`src/rtl/rect_fill_writer.sv`:
```
// Rectangle fill engine for a double-buffered 3-3-3 framebuffer.
// Writes one clipped pixel per cycle and swaps buffers only on an idle vblank.
module rect_fill_writer #(
    parameter int H_RES = 640,
    parameter int V_RES = 480
) (
    input  logic        clk,
    input  logic        rst_n,
    input  logic        start,
    input  logic [9:0]  x0,
    input  logic [8:0]  y0,
    input  logic [9:0]  largura,
    input  logic [8:0]  altura,
    input  logic [8:0]  cor,
    input  logic        swap_req,
    input  logic        vblank,
    output logic [18:0] endereco,
    output logic [8:0]  data_out,
    output logic        we,
    output logic        buffer_select,
    output logic        busy,
    output logic        done,
    output logic        swap_ack
);

    typedef enum logic [1:0] {IDLE, FILL, FINISH} state_t;

    state_t      state_q, state_d;
    logic [9:0]  x0_q, x0_d;
    logic [9:0]  w_q, w_d;
    logic [8:0]  h_q, h_d;
    logic [9:0]  col_q, col_d;
    logic [8:0]  row_q, row_d;
    logic [18:0] base_q, base_d;
    logic [18:0] addr_q, addr_d;
    logic [8:0]  data_q, data_d;
    logic        we_q, we_d;
    logic        busy_q, busy_d;
    logic        done_q, done_d;
    logic        bsel_q, bsel_d;
    logic        ack_q, ack_d;
    logic        pend_q, pend_d;

    logic [31:0] w_room, h_room;
    logic [9:0]  w_eff;
    logic [8:0]  h_eff;
    logic        degen;
    logic        swap_fire;

    // Start-of-rectangle line base as shift-and-add over the constant H_RES.
    function automatic logic [18:0] line_base(input logic [8:0] y);
        logic [18:0] acc;
        acc = '0;
        for (int i = 0; i < 19; i++) begin
            if (((H_RES >> i) & 1) == 1) begin
                acc = acc + (19'(y) << i);
            end
        end
        return acc;
    endfunction

    assign w_room = 32'(H_RES) - 32'(x0);
    assign h_room = 32'(V_RES) - 32'(y0);
    assign w_eff  = (32'(largura) < w_room) ? largura : w_room[9:0];
    assign h_eff  = (32'(altura) < h_room) ? altura : h_room[8:0];
    assign degen  = (32'(x0) >= 32'(H_RES)) || (32'(y0) >= 32'(V_RES))
                  || (largura == 10'd0) || (altura == 9'd0);

    assign swap_fire = vblank && (pend_q || swap_req)
                     && (state_q == IDLE) && !start;

    // Next-state, scan counters, address generation and swap arbitration.
    always_comb begin
        state_d = state_q;
        x0_d    = x0_q;
        w_d     = w_q;
        h_d     = h_q;
        col_d   = col_q;
        row_d   = row_q;
        base_d  = base_q;
        addr_d  = addr_q;
        data_d  = data_q;
        we_d    = 1'b0;
        busy_d  = busy_q;
        done_d  = 1'b0;
        bsel_d  = bsel_q;
        ack_d   = 1'b0;
        pend_d  = pend_q | swap_req;

        unique case (state_q)
            IDLE: begin
                if (start) begin
                    busy_d = 1'b1;
                    if (degen) begin
                        state_d = FINISH;
                    end else begin
                        state_d = FILL;
                        x0_d    = x0;
                        w_d     = w_eff;
                        h_d     = h_eff;
                        col_d   = '0;
                        row_d   = '0;
                        base_d  = line_base(y0);
                        addr_d  = line_base(y0) + 19'(x0);
                        data_d  = cor;
                        we_d    = 1'b1;
                    end
                end
            end
            FILL: begin
                we_d = 1'b1;
                if (col_q == w_q - 10'd1) begin
                    if (row_q == h_q - 9'd1) begin
                        state_d = FINISH;
                        we_d    = 1'b0;
                        done_d  = 1'b1;
                    end else begin
                        col_d  = '0;
                        row_d  = row_q + 9'd1;
                        base_d = base_q + 19'(H_RES);
                        addr_d = base_q + 19'(H_RES) + 19'(x0_q);
                    end
                end else begin
                    col_d  = col_q + 10'd1;
                    addr_d = addr_q + 19'd1;
                end
            end
            FINISH: begin
                if (done_q) begin
                    state_d = IDLE;
                    busy_d  = 1'b0;
                end else begin
                    done_d = 1'b1;
                end
            end
            default: begin
                state_d = IDLE;
                busy_d  = 1'b0;
            end
        endcase

        if (swap_fire) begin
            bsel_d = ~bsel_q;
            ack_d  = 1'b1;
            pend_d = 1'b0;
        end
    end

    // State and output registers, all cleared asynchronously.
    always_ff @(posedge clk or negedge rst_n) begin
        if (!rst_n) begin
            state_q <= IDLE;
            x0_q    <= '0;
            w_q     <= '0;
            h_q     <= '0;
            col_q   <= '0;
            row_q   <= '0;
            base_q  <= '0;
            addr_q  <= '0;
            data_q  <= '0;
            we_q    <= 1'b0;
            busy_q  <= 1'b0;
            done_q  <= 1'b0;
            bsel_q  <= 1'b0;
            ack_q   <= 1'b0;
            pend_q  <= 1'b0;
        end else begin
            state_q <= state_d;
            x0_q    <= x0_d;
            w_q     <= w_d;
            h_q     <= h_d;
            col_q   <= col_d;
            row_q   <= row_d;
            base_q  <= base_d;
            addr_q  <= addr_d;
            data_q  <= data_d;
            we_q    <= we_d;
            busy_q  <= busy_d;
            done_q  <= done_d;
            bsel_q  <= bsel_d;
            ack_q   <= ack_d;
            pend_q  <= pend_d;
        end
    end

    assign endereco      = addr_q;
    assign data_out      = data_q;
    assign we            = we_q;
    assign buffer_select = bsel_q;
    assign busy          = busy_q;
    assign done          = done_q;
    assign swap_ack      = ack_q;

endmodule

```
`config.mk`:
```
export PLATFORM = sky130hd
export DESIGN_NAME = rect_fill_writer
export DESIGN_NICKNAME = d
export VERILOG_FILES = /design/src/rtl/rect_fill_writer.sv
export SDC_FILE = /design/constraint.sdc
export NUM_CORES = 1
export LEC_CHECK = 0
export CAP_MARGIN = 10
export CORE_MARGIN = 3
export CORE_UTILIZATION = 30
export CTS_CLUSTER_DIAMETER = 50
export DETAILED_ROUTE_END_ITERATION = 7
export PLACE_DENSITY = 0.49
export SLEW_MARGIN = 15
export SYNTH_ARGS = -nofsm -noshare
export SYNTH_HDL_FRONTEND = slang
export SYNTH_SLANG_ARGS = --single-unit
```
`constraint.sdc`:
```
create_clock -name clk -period 3.3 [get_ports clk]
set_input_delay 0.66 -clock clk [delete_from_list [all_inputs] [get_ports clk]]
set_output_delay 0.66 -clock clk [all_outputs]
set_load 0.005 [all_outputs]
```
==> results.json <==
{
  "status": "complete, no violations",
  "cts.path.max_buffers": 2,
  "num_vias": 7060,
  "hold_path.class": "input port to async pin",
  "route.detailed.drc": 0,
  "clkTransAtPathRegs_ps": 80,
  "synth_warnings": 0,
  "synth_area_per_cell_um2": 8.39,
  "dp_hpwl_um": 18100,
  "first_iter_violations": 370,
  "syn_area_um2": 7520,
  "startpoint": "w_q[2]$_DFFE_PN0P_",
  "worstSetupEndpointType": "register",
  "syn-instance-count": 897,
  "p_per_area_nw_per_um2": 738,
  "grt_setup_unrepaired": "false",
  "cp.required_ps": 3540,
  "yosysSeqAreaShare_pct": 31.9,
  "grt_pass1_vias": 6931,
  "insertion_delay_ps": 350,
  "cp.arrival_ps": 3450,
  "port_buffers": 84,
  "cts_hold_buffers": 0,
  "setup_viol": 0,
  "htreeDepth": 3,
  "synth.distinct_cells": 69,
  "vdd_drop_max_mv": 0.315,
  "async_flop_share_pct": 100,
  "power_leakage_nw": 4.60,
  "max_slew_margin_pct": 57.9,
  "setup-tns-final_ps": 0,
  "cts_buffers": 9,
  "grt_overflow": 0,
  "die_w_um": 164,
  "antenna_left": 0,
  "worst_pin_slew_ps": 625,
  "cts_tree": "built",
  "root_buffer": "clkbuf_16",
  "clock_skew_ps": 11.9,
  "grt_pass1_wl_um": 37400,
  "drv_cap": 0,
  "antenna_found_initial": 0,
  "reg2reg_from": "w_q[2]$_DFFE_PN0P_",
  "drive_above_1_share_pct": 19.8,
  "slew_viol_final": 0,
  "cts_sinks": 96,
  "gp_congestion": 0.807,
  "initial_core_util_pct": 30.8,
  "diodes": 0,
  "grt_max_degree": 45,
  "netlist_top_cells_area": "dfrtp_1 (32%), ha_1 (7.2%), nand2_1 (6.3%)",
  "synth-edff-count": 0,
  "area_delta_synth_final_pct": 35.2,
  "fin_total_pwr_w": 0.00751,
  "hold_viol_final": 0,
  "ys_seq_elements": 96,
  "io_pins": 85,
  "finalCritPeriodShare_pct": 97.3,
  "synth_top_cell_area_share_pct": 31.9,
  "fmax_mhz": 311,
  "coreArea_um2": 24500,
  "die-area_um2": 27000,
  "syn_nets": 994,
  "worstPathMaxFanout": 19,
  "path_class": "register to register",
  "die_h_um": 164,
  "worstSetupStartpointType": "register",
  "wl_per_cell_um": 16.1,
  "synth_ff_type": "dfrtp_1",
  "wl_um": 23100,
  "design_area_um2": 10200,
  "period_needed_ps": 3210,
  "via_per_inst": 4.93,
  "synth_top_cell_by_area": "dfrtp_1",
  "std_cell_rows": 57,
  "nets": 1199,
  "dpl-instance-area_um2": 9670,
  "groute.usage.overall_pct": 17.5,
  "firstDrtPassIters": 5
}
## cell families (layout without fill, tap and decap cells)
| logic type | after synthesis | after routing | share of synthesized area, % |
|---|---|---|---|
| AND/OR/NAND/NOR | 365 | 365 | 24.1 |
| AO/OA/AOI/OAI | 183 | 183 | 16.2 |
| flip-flops | 96 | 96 | 31.9 |
| XOR/XNOR | 83 | 83 | 9.66 |
| buffers and inverters | 80 | 290 | 4.27 |
| adder cells (fa/ha/maj) | 45 | 45 | 7.68 |
| multiplexers | 44 | 44 | 6.10 |
| other | 1 | 1 | 0.0498 |
## Yosys cell counts, types with 3 or more instances
| library cell | instances |
|---|---|
| o221ai_1 | 4 |
| nand4b_1 | 3 |
| nand4_1 | 15 |
| o21a_1 | 5 |
| a21oi_1 | 36 |
| mux2_2 | 15 |
| or3_1 | 7 |
| nand2_1 | 127 |
| xor2_1 | 38 |
| clkbuf_1 | 27 |
| and2_1 | 7 |
| o21ai_0 | 49 |
| nor4_1 | 9 |
| xnor2_1 | 45 |
| nor2_1 | 56 |
| a31oi_1 | 5 |
| nor3b_1 | 6 |
| or2_2 | 9 |
| a221o_1 | 4 |
| o31ai_1 | 11 |
| nor3_1 | 20 |
| ha_1 | 43 |
| mux2i_1 | 29 |
| a221oi_1 | 7 |
| and3_1 | 15 |
| nand3b_1 | 7 |
| buf_2 | 8 |
| nand2b_1 | 8 |
| o211ai_1 | 10 |
| dfrtp_1 | 96 |
| nand3_1 | 45 |
| or4_1 | 7 |
| a211oi_1 | 7 |
| nor2b_1 | 14 |
| a21o_1 | 14 |
| inv_1 | 41 |
## report_power, final
part | leakage (nW) | switching (W) | internal (W)
clock network | 0.141 | 0.000488 | 0.000593
registers | 1.19 | 0.000612 | 0.00169
logic | 3.27 | 0.00204 | 0.00208
## worst paths after layout
path / slack [ps] / depth (start not counted) / end
worst min-delay path: 280 / 1 / base_q[16]$_DFFE_PN0P_
worst max register to register: 90 / 9 / endereco[0]$_DFFE_PN0P_
min in group clk: 470 / 1 / buffer_select$_DFFE_PN0P_
max in group asynchronous: 2320 / 2 / x0_q[6]$_DFFE_PN0P_
worst max-delay path: 90 / 9 / endereco[0]$_DFFE_PN0P_
worst min register to register: 470 / 1 / buffer_select$_DFFE_PN0P_
## per-stage QoR
step	setup WS, ps	utilization (%)	hold slack (ps)	instances
floorplan	19.2	-	364	897
finish	89.4	41.6	275	1431
detailed placement	-672	39.5	458	1405
CTS	14.2	41.2	300	1428
global placement	-631	39.5	459	1405
global route	0.552	41.6	310	1431
## repair_timing
action | 4_1_cts | 5_1_grt
gates resized for setup | 15 | 25
pin swaps | 5 | 11
buffers inserted | 7 | 2
setup endpoints to repair | 11 | 30
cloned | 0 | 1
## routing by layer
metal  vias to the layer above  share of wire (%)  global-route usage, %
met1                      3323                 51                   25.8
met3                        11                3.7                   2.50
met2                       115                 44                   27.5
li1                       3611                  -                      -
met5                         -                  0                      0
met4                         0               0.75                   3.46
## worst max-delay path: stages, from the launching register on
cell and delay, ps:
dfrtp_1 380, nor2_1 170, nor4b_1 340, mux2_2 400
a2111o_1 420, or4_4 490, o21ai_4 260, buf_6 220
o211ai_1 110, a221o_1 290
## final cells by class
cell class | instances | area, um2
fill | 2507 | 14300
multi-input combinational | 721 | 4930
sequential | 96 | 2400
timing repair buffer | 233 | 1990
tap | 324 | 405
clock buffer | 12 | 236
inverter | 41 | 154
clock inverter | 4 | 52.6
## flip-flops by register name, summed over array words and instances, names as in the netlist, 2 cells and up
signal and flops:
row_q 9, col_q 10, h_q 9, state_q 2, endereco 19, x0_q 10
w_q 10, data_out 9, base_q 12
## layout by cell type (no fill, tap or decap), types with 6 or more instances in the layout
master and instances:
nand2b_1 8, a21o_1 14, nand4_1 15, mux2_2 15
and3_1 15, or4_1 7, clkdlybuf4s50_1 77, or2_2 9
ha_1 41, a211oi_1 6, nor2_1 55, nor4_1 9
nand3_1 44, nor3_1 18, mux2i_1 29, o21ai_0 44
o211ai_1 10, and2_1 7, xnor2_1 43, clkbuf_16 9
o21ai_1 6, buf_4 144, dfrtp_1 96, nand2_1 125
nand3b_1 7, o31ai_1 11, a21oi_1 35, xor2_1 37
nor2b_1 14, inv_1 41
Power figures use the tool's default switching activity.
